### src/rtl/load_store_unit_pkg.sv
// Shared definitions for the load/store unit: access-size encodings, FSM
// state encodings and the default memory-response timeout.
package load_store_unit_pkg;

  // Encoding of the MemSize control field.
  typedef enum logic [1:0] {
    SizeByte = 2'b00,
    SizeHalf = 2'b01,
    SizeWord = 2'b10,
    SizeBad  = 2'b11
  } mem_size_e;

  // Access sequencer states.
  typedef enum logic [1:0] {
    StIdle = 2'd0,
    StReq  = 2'd1,
    StDone = 2'd2
  } lsu_state_e;

  // Default number of REQ wait cycles before an access is aborted.
  localparam int unsigned DefaultTimeout = 255;

  // True when the low address bits satisfy the natural alignment of the size.
  function automatic logic is_aligned(logic [1:0] size, logic [1:0] addr_lo);
    case (size)
      SizeByte: is_aligned = 1'b1;
      SizeHalf: is_aligned = ~addr_lo[0];
      SizeWord: is_aligned = (addr_lo == 2'b00);
      default:  is_aligned = 1'b0;
    endcase
  endfunction

endpackage

### src/rtl/mem_lane_align.sv
// Combinational byte-lane steering for a little-endian word-wide data memory.
// Store side: byte enables and lane-replicated write data.
// Load side: selects the addressed byte/halfword/word from a read word and
// sign- or zero-extends it.
//   size_i     access size (MemSize encoding)
//   addr_lo_i  byte offset within the word
//   wdata_i    right-justified store data
//   rword_i    read word from memory (load register)
//   unsigned_i 1 = zero-extend loads, 0 = sign-extend
//   be_o       byte enables, bit k = lane k (all zero for the illegal size)
//   wdata_o    store data replicated across lanes
//   rdata_o    extracted and extended load data
module mem_lane_align
  import load_store_unit_pkg::*;
(
  input  logic [1:0]  size_i,
  input  logic [1:0]  addr_lo_i,
  input  logic [31:0] wdata_i,
  input  logic [31:0] rword_i,
  input  logic        unsigned_i,
  output logic [3:0]  be_o,
  output logic [31:0] wdata_o,
  output logic [31:0] rdata_o
);

  logic [31:0] shifted;
  logic        sign_fill;

  always_comb begin
    be_o    = 4'b0000;
    wdata_o = 32'h0;
    case (size_i)
      SizeByte: begin
        be_o    = 4'b0001 << addr_lo_i;
        wdata_o = {4{wdata_i[7:0]}};
      end
      SizeHalf: begin
        be_o    = addr_lo_i[1] ? 4'b1100 : 4'b0011;
        wdata_o = {2{wdata_i[15:0]}};
      end
      SizeWord: begin
        be_o    = 4'b1111;
        wdata_o = wdata_i;
      end
      default: begin
        be_o    = 4'b0000;
        wdata_o = 32'h0;
      end
    endcase
  end

  // Move the addressed lane down to bit 0 before extending.
  assign shifted = rword_i >> {addr_lo_i, 3'b000};

  always_comb begin
    rdata_o   = shifted;
    sign_fill = 1'b0;
    case (size_i)
      SizeByte: begin
        sign_fill = ~unsigned_i & shifted[7];
        rdata_o   = {{24{sign_fill}}, shifted[7:0]};
      end
      SizeHalf: begin
        sign_fill = ~unsigned_i & shifted[15];
        rdata_o   = {{16{sign_fill}}, shifted[15:0]};
      end
      default: rdata_o = shifted;
    endcase
  end

endmodule

### src/rtl/load_store_unit.sv
// Data-memory access stage. Runs a request/ready handshake with a
// variable-latency word-wide memory for loads and stores, stalling the core
// until the access completes or times out.
//   clk, reset         clock and synchronous active-high reset
//   MemRead/MemWrite   load/store request from control
//   MemSize            00 byte, 01 half, 10 word, 11 illegal
//   MemUnsigned        zero-extend loads when set
//   ALUResult          byte address
//   WriteData          right-justified store data
//   ReadData           extended load data (valid in DONE)
//   Stall              hold PC and register-file write
//   AccessError        illegal or misaligned access (combinational)
//   BusError           DONE cycle of a timed-out access
//   MemReq/MemWe/MemAddr/MemBe/MemWData  registered memory request
//   MemReady/MemRData  memory response
module load_store_unit
  import load_store_unit_pkg::*;
#(
  parameter int unsigned TIMEOUT_CYCLES = DefaultTimeout
) (
  input  logic        clk,
  input  logic        reset,
  input  logic        MemRead,
  input  logic        MemWrite,
  input  logic [1:0]  MemSize,
  input  logic        MemUnsigned,
  input  logic [31:0] ALUResult,
  input  logic [31:0] WriteData,
  output logic [31:0] ReadData,
  output logic        Stall,
  output logic        AccessError,
  output logic        BusError,
  output logic        MemReq,
  output logic        MemWe,
  output logic [31:0] MemAddr,
  output logic [3:0]  MemBe,
  output logic [31:0] MemWData,
  input  logic        MemReady,
  input  logic [31:0] MemRData
);

  lsu_state_e  state_q, state_d;
  logic        req_q, req_d;
  logic        we_q, we_d;
  logic [31:0] addr_q, addr_d;
  logic [3:0]  be_q, be_d;
  logic [31:0] wdata_q, wdata_d;
  logic [31:0] load_q, load_d;
  logic [31:0] cnt_q, cnt_d;
  logic        timeout_q, timeout_d;

  logic        any_req;
  logic        legal;
  logic [31:0] cnt_inc;
  logic [3:0]  align_be;
  logic [31:0] align_wdata;

  mem_lane_align u_align (
    .size_i     (MemSize),
    .addr_lo_i  (ALUResult[1:0]),
    .wdata_i    (WriteData),
    .rword_i    (load_q),
    .unsigned_i (MemUnsigned),
    .be_o       (align_be),
    .wdata_o    (align_wdata),
    .rdata_o    (ReadData)
  );

  assign any_req = MemRead | MemWrite;
  assign legal   = (MemRead ^ MemWrite) && (MemSize != SizeBad) &&
                   is_aligned(MemSize, ALUResult[1:0]);
  assign cnt_inc = cnt_q + 32'd1;

  always_comb begin
    state_d     = state_q;
    req_d       = req_q;
    we_d        = we_q;
    addr_d      = addr_q;
    be_d        = be_q;
    wdata_d     = wdata_q;
    load_d      = load_q;
    cnt_d       = cnt_q;
    timeout_d   = timeout_q;
    Stall       = 1'b0;
    AccessError = 1'b0;
    BusError    = 1'b0;

    case (state_q)
      StIdle: begin
        if (any_req && legal) begin
          Stall     = 1'b1;
          req_d     = 1'b1;
          we_d      = MemWrite;
          addr_d    = {ALUResult[31:2], 2'b00};
          be_d      = align_be;
          wdata_d   = align_wdata;
          cnt_d     = 32'd0;
          timeout_d = 1'b0;
          state_d   = StReq;
        end else if (any_req) begin
          // Illegal access: flagged but never issued, so the store is dropped.
          AccessError = 1'b1;
        end
      end
      StReq: begin
        Stall = 1'b1;
        cnt_d = cnt_inc;
        // A response in the final allowed cycle wins over the timeout.
        if (MemReady) begin
          load_d  = MemRData;
          req_d   = 1'b0;
          we_d    = 1'b0;
          state_d = StDone;
        end else if ((TIMEOUT_CYCLES != 0) && (cnt_inc == 32'(TIMEOUT_CYCLES))) begin
          load_d    = 32'h0;
          req_d     = 1'b0;
          we_d      = 1'b0;
          timeout_d = 1'b1;
          state_d   = StDone;
        end
      end
      StDone: begin
        BusError = timeout_q;
        state_d  = StIdle;
      end
      default: state_d = StIdle;
    endcase

    if (reset) begin
      Stall       = 1'b0;
      AccessError = 1'b0;
      BusError    = 1'b0;
    end
  end

  always_ff @(posedge clk) begin
    if (reset) begin
      state_q   <= StIdle;
      req_q     <= 1'b0;
      we_q      <= 1'b0;
      addr_q    <= 32'h0;
      be_q      <= 4'b0000;
      wdata_q   <= 32'h0;
      load_q    <= 32'h0;
      cnt_q     <= 32'h0;
      timeout_q <= 1'b0;
    end else begin
      state_q   <= state_d;
      req_q     <= req_d;
      we_q      <= we_d;
      addr_q    <= addr_d;
      be_q      <= be_d;
      wdata_q   <= wdata_d;
      load_q    <= load_d;
      cnt_q     <= cnt_d;
      timeout_q <= timeout_d;
    end
  end

  assign MemReq   = req_q;
  assign MemWe    = we_q;
  assign MemAddr  = addr_q;
  assign MemBe    = be_q;
  assign MemWData = wdata_q;

endmodule

### config.mk
export PLATFORM = sky130hd
export DESIGN_NAME = load_store_unit
export DESIGN_NICKNAME = d
export VERILOG_FILES = /design/src/rtl/load_store_unit_pkg.sv /design/src/rtl/mem_lane_align.sv /design/src/rtl/load_store_unit.sv
export SDC_FILE = /design/constraint.sdc
export NUM_CORES = 1
export LEC_CHECK = 0
export BUFFER_PORTS_ARGS = -buffer_cell sky130_fd_sc_hd__buf_2
export CORE_AREA = 2 2 121 135
export DETAILED_ROUTE_END_ITERATION = 16
export DIE_AREA = 0 0 123 137
export MAX_ROUTING_LAYER = met4
export PLACE_DENSITY = 0.76
export SLEW_MARGIN = 10
export SYNTH_ARGS = -nofsm -noshare
export SYNTH_HDL_FRONTEND = slang
export SYNTH_SLANG_ARGS = --single-unit
### constraint.sdc
create_clock -name clk -period 2.8 [get_ports clk]
set_clock_uncertainty 0.1 [all_clocks]
set_input_delay 0.56 -clock clk [delete_from_list [all_inputs] [get_ports clk]]
set_output_delay 0.56 -clock clk [all_outputs]
set_load 0.05 [all_outputs]
==> metrics.txt, run 1 <==
Unique masters post-synth 52; CTS buffer count 17; die area 0.01685 sq mm; Slew HR 0.4552; wire length per cell 16.54 um; share of cells above drive strength 1 0.3023; Rows 48; status complete, but fails checks; chip height 137 um; Hold Buf Count CTS 0; Core ar. 0.01549 sq mm; WL final 23410 um; initial antenna violation count 1; Power Dens Cells 564.3 mW/mm^2; Via density 5.661; CTS Root Cell clkbuf_16; Reg area 0.002713 sq mm; post-route setup slack -38.86 ps; fillers 1436; num ports 209; Reg2Reg Setup Slack -40 ps; Syn Area/Cell 7.254 sq um; DRC Markers 0; Slew Limit Fails 0; first-pass GRT wire length 36170 um; RSZ-0062 raised after global routing yes; Die Width 123 um; clock-pin slew on the worst setup and hold paths 70 ps; CP arrival 3010 ps; Synth warnings 0; antenna viol nets, final 0; largest area contributor in the netlist dfxtp_1; final hold vios 0; DRT Pass-1 Iters 6; DR iter-0 viols 813; routed via count 8011; top cells by area, synth dfxtp_1 (38%), a21oi_1 (9.6%), nand2_1 (7.0%); leading cell types in the layout, fill and taps excluded buf_2 (204), a21oi_1 (136), dfxtp_1 (127); Max Root-Sink Buffers 2; commonest non-fill, non-tap cell in the layout buf_2; Buffers on Ports 206; final setup fails 2; Nets 1308; PnR Total Power 5378 uW; number of max-cap violations 0; CP endpoint kind flop; largest net degree at the start of global routing 77; grt ovf 0; latest clock arrival within the worst-skew pair 420 ps; Slew @ Worst Pin 817.2 ps; Netlist Area Pre-Place 0.007138 sq mm; maximum vdd drop 0.5064 mV; share of the synthesized area in the top cell type 0.3786; Clock Sinks 135; setup tns final -42.35 ps; Max Clock Freq 0.3523 GHz; # H-tree levels 4; Cells after Synth 984; Synth Flop Type dfxtp_1; Tmin final 2839 ps; HPWL after detailed placement 15920 um; failing checks negative setup slack; fraction of registers with async set/reset 0; GRT Total Usage 0.2768; crit path kind reg2reg; CP required 2970 ps; number of flops mapped to enable cells by yosys 0; Pleak 0.004040 uW; sequential area share after synthesis 0.3786; CTS tree yes; crit path max fanout 2; GP Congestion 0.9285; vias in the first global route 7396; P&R area growth vs syn 33.51%; Setup crit start kind flop; Initial Utilization 0.4607; HP Class in2reg; Multi-input gate area 0.004257 sq mm; Hold Slack 239.9 ps; post-synthesis register bit count 135; fin crit share 1.014
-- metrics by stage --
step                      setup WS [ps]  std cells  instance area, sq um  utilization
final                            -38.86       1415                  9530       0.6151
after global routing             -103.7       1415                  9530       0.6151
after CTS                        -39.95       1409                  9339       0.6027
after detailed placement         -106.8       1377                  8728       0.5633
after global placement           -56.83       1377                  8728       0.5633
after floorplan                  -152.6        985                  7232            -
-- cells in the mapped netlist (2+ instances only) --
library cell,count
nand3_1,22
or3_1,3
nor3_1,21
nand4b_1,3
o21ai_0,88
a21oi_1,137
o22ai_1,3
nand3b_1,4
a211oi_1,24
o31a_1,2
buf_4,2
nand2_1,133
nor2_1,118
a31oi_1,9
nor2b_1,20
xor2_1,4
mux2i_1,19
and4_1,5
nand2b_1,35
a21boi_0,2
o31ai_1,2
buf_1,8
dfxtp_1,135
a311oi_1,7
nor4_1,15
o21a_1,2
o21ai_1,2
buf_2,7
inv_1,9
or4_1,2
ha_1,3
and2_1,2
nand4_1,12
or4b_1,2
xnor2_1,8
o211ai_1,21
and3_1,11
clkbuf_1,68
-- layout make-up --
class                   count  share of cell area
clock inverters            15             0.01799
clock buffers              17             0.04464
inverters                   9            0.003545
diodes                      1           0.0002626
flip-flops and latches    135              0.2846
well taps                 200             0.02626
repair buffers            283              0.1761
multi-input cells         755              0.4466
-- cell families after synthesis --
group                    Yosys count  synth area share
AO/OA/AOI/OAI                    303            0.2426
adder cells (fa/ha/maj)            3          0.005259
XOR/XNOR                          12           0.01472
flip-flops                       135            0.3786
multiplexers                      19           0.02664
AND/OR/NAND/NOR                  416            0.2792
other                              1         0.0005254
buffers and inverters             95           0.05241
-- registers in the layout, summed over array words and instances (netlist names) --
register,count
MemReq,1
state_q,2
MemWData,32
timeout_q,1
cnt_q,32
MemBe,4
load_q,32
MemWe,1
MemAddr,30
-- timing repair --
action                     in CTS  in global routing
gates resized for setup         6                 24
setup buffers                   0                  3
cloned                          0                  2
pin swaps                       0                  8
setup endpoints to repair       2                 53
-- routing by layer --
layer	wire length (um)	vias to the layer above	track usage
met5	0	-	-
met4	650	0	0.1124
met3	1743	54	0.06167
met2	11100	371	0.4279
met1	9920	3694	0.3500
li1	-	3892	-
-- worst paths after layout --
| path | start | end | depth (start not counted) |
|---|---|---|---|
| min reg2reg | MemAddr[19] | MemAddr[19] | 2 |
| max reg2reg | cnt_q[11] | MemWe | 7 |
| min | MemRData[27] | load_q[27] | 3 |
| max | cnt_q[11] | MemWe | 7 |
-- critical path, stage by stage (launching register included) --
cell	delay (ps)
dfxtp_2	350
nand4_4	110
or4_4	550
o31a_1	260
or4b_4	520
or4b_4	520
o31ai_4	180
a31oi_1	100
-- report_power, final --
| part | switching, uW | leakage, uW | total [uW] | internal [uW] |
|---|---|---|---|---|
| combinational | 735 | 0.00267 | 1020 | 287 |
| sequential | 56.3 | 0.00110 | 2070 | 2010 |
| clock | 954 | 0.000273 | 2290 | 1330 |
(Power assumes the default switching activity.)
==> run 2, diff against run 1 <==
Settings changed: CORE_AREA 2 2 121 135 to 2 2 119 132, CTS_BUF_LIST set to sky130_fd_sc_hd__clkbuf_4, DIE_AREA 0 0 123 137 to 0 0 121 134, PLACE_DENSITY 0.76 to 0.79.
==> metrics.txt, run 2 (synthesis gave the netlist of run 1 again) <==
HPWL after detailed placement 16050 um; met2 GRT Util 0.4441; leading cell types in the layout, fill and taps excluded buf_2 (180), a21oi_1 (135), dfxtp_1 (126); DR iter-0 viols 690; Slew @ Worst Pin 604.5 ps; final hold vios 0; Slew Limit Fails 0; Reg2Reg Setup Slack -20 ps; CP required 3150 ps; failing checks negative setup slack; Max Clock Freq 0.3548 GHz; die area 0.01621 sq mm; switching portion of total power 0.3619; crit path max fanout 3; commonest non-fill, non-tap cell in the layout buf_2; Nets 1315; Core ar. 0.01488 sq mm; share of cells above drive strength 1 0.3129; placed cell count 1378; chip height 134 um; WL final 23330 um; Max Root-Sink Buffers 2; Pleak 0.003986 uW; CP endpoint kind flop; CTS tree yes; Power Dens Cells 475.8 mW/mm^2; Die Width 121 um; Core Util, Final 0.6369; met1 Track Usage GR 0.3547; status complete, but fails checks; Rows 47; Net Sw Power 1632 uW; most used routing layer met2; part of the power in registers 0.459; num ports 209; clock-pin slew on the worst setup and hold paths 140 ps; Via density 5.748; CTS Root Cell clkbuf_4; Initial Utilization 0.4798; wire length per cell 16.45 um; GRT Total Usage 0.2809; maximum vdd drop 0.4746 mV; fin cells 1418; clock share of power 0.306; largest net degree at the start of global routing 57; RSZ-0062 raised after global routing yes; Buffers on Ports 206; Clock Sinks 135; GRT met3 Usage 0.05315; Slew HR 0.5970; HP Class in2reg; vias in the first global route 7348; post-route setup slack -18.48 ps; DP Worst Slack -60.74 ps; GP Congestion 0.9522; final setup fails 1; cell internal pwr 2877 uW; first-pass GRT wire length 36050 um; Combinational Power Share 0.235; latest clock arrival within the worst-skew pair 570 ps; CP arrival 3170 ps; P&R area growth vs syn 32.74%; CTS buffer count 17; Setup crit start kind flop; initial antenna violation count 1; fillers 1308; Tmin final 2818 ps; number of max-cap violations 0; antenna viol nets, final 0; crit path kind reg2reg; fin crit share 1.007; DRT Pass-1 Iters 6; DRC Markers 0; grt ovf 0; # H-tree levels 4; routed via count 8150
-- run 2: changes by cell type in the layout (fill, tap and decap cells not counted), moves of 2 or more --
cell,delta
buf_4,+13
buf_2,-24
clkbuf_16,-17
inv_6,+3
clkinvlp_4,-4
o21ai_1,-6
buf_8,+2
o21ai_2,+4
clkbuf_4,+17
nand2_2,-2
buf_6,+16
o21ai_4,+2
-- run 2: layer usage --
metal,wire (um),vias to the layer above
met1,9529,3749
li1,-,3903
met4,819,0
met3,1790,89
met2,11190,409
met5,0,-
-- run 2: what timing repair did --
item / CTS / global route
endpoints found under the setup margin: 26 / 62
pin swaps: 4 / 13
resized for setup: 20 / 79
gates cloned: 0 / 2
hold buffers: 0 / 0
buffers inserted: 0 / 5
-- run 2: metrics by stage --
| step | TNS (ps) | total power (uW) | hold slack [ps] | area, sq um |
|---|---|---|---|---|
| floorplan | -366.5 | 2800 | 320.1 | 7232 |
| global placement | -22.16 | 3103 | 336.1 | 8786 |
| detailed placement | -86.78 | 3115 | 343.1 | 8786 |
| CTS | -19.19 | 4488 | 57.76 | 9128 |
| global route | -467.6 | 4691 | 64.02 | 9475 |
| finish | -18.48 | 4509 | 86.40 | 9475 |
-- run 2: final cells by class --
cell class | count | area (sq um) | share of cell area
flip-flops and latches | 135 | 2716 | 0.2867
inverters | 9 | 33.78 | 0.003565
clock buffers | 17 | 127.6 | 0.01347
clock inverters | 15 | 165.2 | 0.01743
repair buffers | 290 | 1866 | 0.1969
well taps | 196 | 245.2 | 0.02588
multi-input cells | 755 | 4319 | 0.4558
diodes | 1 | 2.502 | 0.0002641
-- run 2: worst paths after layout --
path / endpoint / cells after the start / start
worst max-delay path: MemWe / 7 / cnt_q[5]
worst min-delay path: load_q[12] / 3 / MemRData[12]
worst max register to register: MemWe / 7 / cnt_q[5]
worst min register to register: MemWData[6] / 2 / MemWData[6]
-- run 2: critical path, cell delays in order (launching register included) --
cell and delay [ps]:
dfxtp_1 420, nand4_4 110, or4_4 510, o31a_1 300, or4b_1 460, or4b_4 520, o31ai_4 180, a31oi_1 100
-- run 2: power by group through the flow --
stage | logic [uW] | registers [uW] | clock network (uW)
6_report | 1060 | 2070 | 1380
5_1_grt | 1130 | 2080 | 1480
4_1_cts | 1020 | 2070 | 1400
3_5_place_dp | 1010 | 2110 | 0
3_3_place_gp | 997 | 2110 | 0
2_1_floorplan | 467 | 2330 | 0
==> run 3, diff against run 2 <==
Settings changed: ABC_AREA set to 1, CORE_AREA 2 2 119 132 to 2 2 117 130, DIE_AREA 0 0 121 134 to 0 0 119 132, PLACE_DENSITY 0.79 to 0.78.
==> metrics.txt, run 3 <==
min-delay src ALUResult[2]; antenna viol nets, final 0; number of max-cap violations 0; RR Startpoint cnt_q[0]; most instantiated cells after synthesis nand2_1 (269), dfxtp_1 (135), nor2_1 (134); Multi-input gate area 0.003681 sq mm; WL final 21120 um; maximum vdd drop 0.4853 mV; fin crit share 0.9699; vias in the first global route 6907; Clock Sinks 135; largest net degree at the start of global routing 79; Initial Utilization 0.4710; Tmin final 2716 ps; Netlist Area Pre-Place 0.006750 sq mm; CP endpoint kind output port; CTS buffer count 17; Synth Flop Type dfxtp_1; Core Util, Final 0.5973; fillers 1366; grt ovf 0; Slew @ Worst Pin 691.7 ps; die area 0.01571 sq mm; number of flops mapped to enable cells by yosys 0; commonest non-fill, non-tap cell in the layout nand2_1; r2r worst-path depth 15; Core ar. 0.01433 sq mm; reg2reg end MemWe; # H-tree levels 4; top cells by area, synth dfxtp_1 (40%), nand2_1 (15%), o21ai_0 (7.8%); Placed Area 0.008203 sq mm; Via density 5.240; chip height 132 um; leading cell types in the layout, fill and taps excluded nand2_1 (268), buf_2 (189), dfxtp_1 (135); Power Dens Cells 497.3 mW/mm^2; final instance area 0.008561 sq mm; first-pass GRT wire length 33820 um; crit path max fanout 16; share of the synthesized area in the top cell type 0.4004; fraction of registers with async set/reset 0; post-route setup slack 84.37 ps; placed cell count 1389; wire length per cell 14.84 um; Critical Path Source load_q[23]; Cells after Synth 1014; crit path kind reg2out; Nets 1323; post-synthesis register bit count 135; CTS tree yes; HP Class in2reg; sequential area share after synthesis 0.4004; Reg area 0.002703 sq mm; Synth warnings 0; fin cells 1423; final setup fails 0; Die Width 119 um; final hold vios 0; Buffers on Ports 206; GRT Total Usage 0.2751; DP Worst Slack 92.97 ps; HPWL after detailed placement 15360 um; Setup crit start kind flop; CTS Root Cell clkbuf_4; WHS Endpoint MemAddr[2]; Slew HR 0.5389; largest area contributor in the netlist dfxtp_1; share of cells above drive strength 1 0.2734; WHS Path Cells 3; num ports 209; CP required 2140 ps; status finished, final reports clean; PnR Total Power 4257 uW; Max Clock Freq 0.3682 GHz; latest clock arrival within the worst-skew pair 550 ps; Reg2Reg Setup Slack 270 ps; Syn Area/Cell 6.657 sq um; clock-pin slew on the worst setup and hold paths 140 ps; Hold Buf Count CTS 0; Pleak 0.003765 uW; routed via count 7456; Unique masters post-synth 40; most frequent cell after synthesis nand2_1; Rows 46; initial antenna violation count 2; Slew Limit Fails 0; DRC Markers 0; DR iter-0 viols 667; GP Congestion 0.9199; DRT Pass-1 Iters 7; CP arrival 2060 ps; Max Root-Sink Buffers 2; P&R area growth vs syn 26.82%
## run 3: final cells by class
cell class	count	share of cell area
inverter	81	0.03552
clock buffer	18	0.01578
antenna	2	0.0005846
tap	192	0.02806
timing repair buffer	237	0.1555
sequential	135	0.3157
multi-input combinational	744	0.4300
clock inverter	14	0.01885
## run 3: worst max-delay path by stage
stage,end,slack [ps]
global route,ReadData[25],-6
floorplan,ReadData[16],-80
CTS,ReadData[30],80
global placement,Stall,100
detailed placement,Stall,90
finish,ReadData[25],80
## run 3: kinds of logic after synthesis
family	count (synthesis)	share of synthesized area
AOI/OAI and AO/OA	236	0.1943
xor gates and xnor gates	5	0.006489
adders and majority gates	3	0.005561
buffers and inverters	136	0.08211
DFF	135	0.4004
other	1	0.0005555
and+or+nand+nor	498	0.3107
## run 3: timing repair
item | in CTS | in global routing
buffers inserted | 0 | 0
resized for setup | 0 | 21
setup endpoints to repair | 0 | 29
## run 3: power by group
part	switching (uW)	internal, uW	total (uW)
Combinational	623	218	841
Clock	816	563	1380
Sequential	39.8	2000	2040
Total	1480	2780	4260
## run 3: routing by layer
metal  up-vias  routed length [um]  GRT usage  share of wire
met2       332               10010     0.4333           0.47
met1      3378                8875     0.3484           0.42
met5         -                   0          -              0
met3        42                1723    0.05796          0.082
met4         0                 510    0.09921          0.024
li1       3704                   -          -              -
## run 3: through the flow
stage	hold WS (ps)	TNS, ps
final	119.7	0
after global routing	74.81	-6.323
after CTS	85.13	0
after detailed placement	341.4	0
after global placement	330.5	0
after floorplan	339.3	-811.1
## run 3: worst max-delay path: stages, from the launching register on
cell      delay, ps
dfxtp_1         440
o21ai_1         160
o21ai_4         160
nand2_2          60
o31ai_1          60
inv_1           100
buf_12          180
o21ai_2          70
clkbuf_4        250
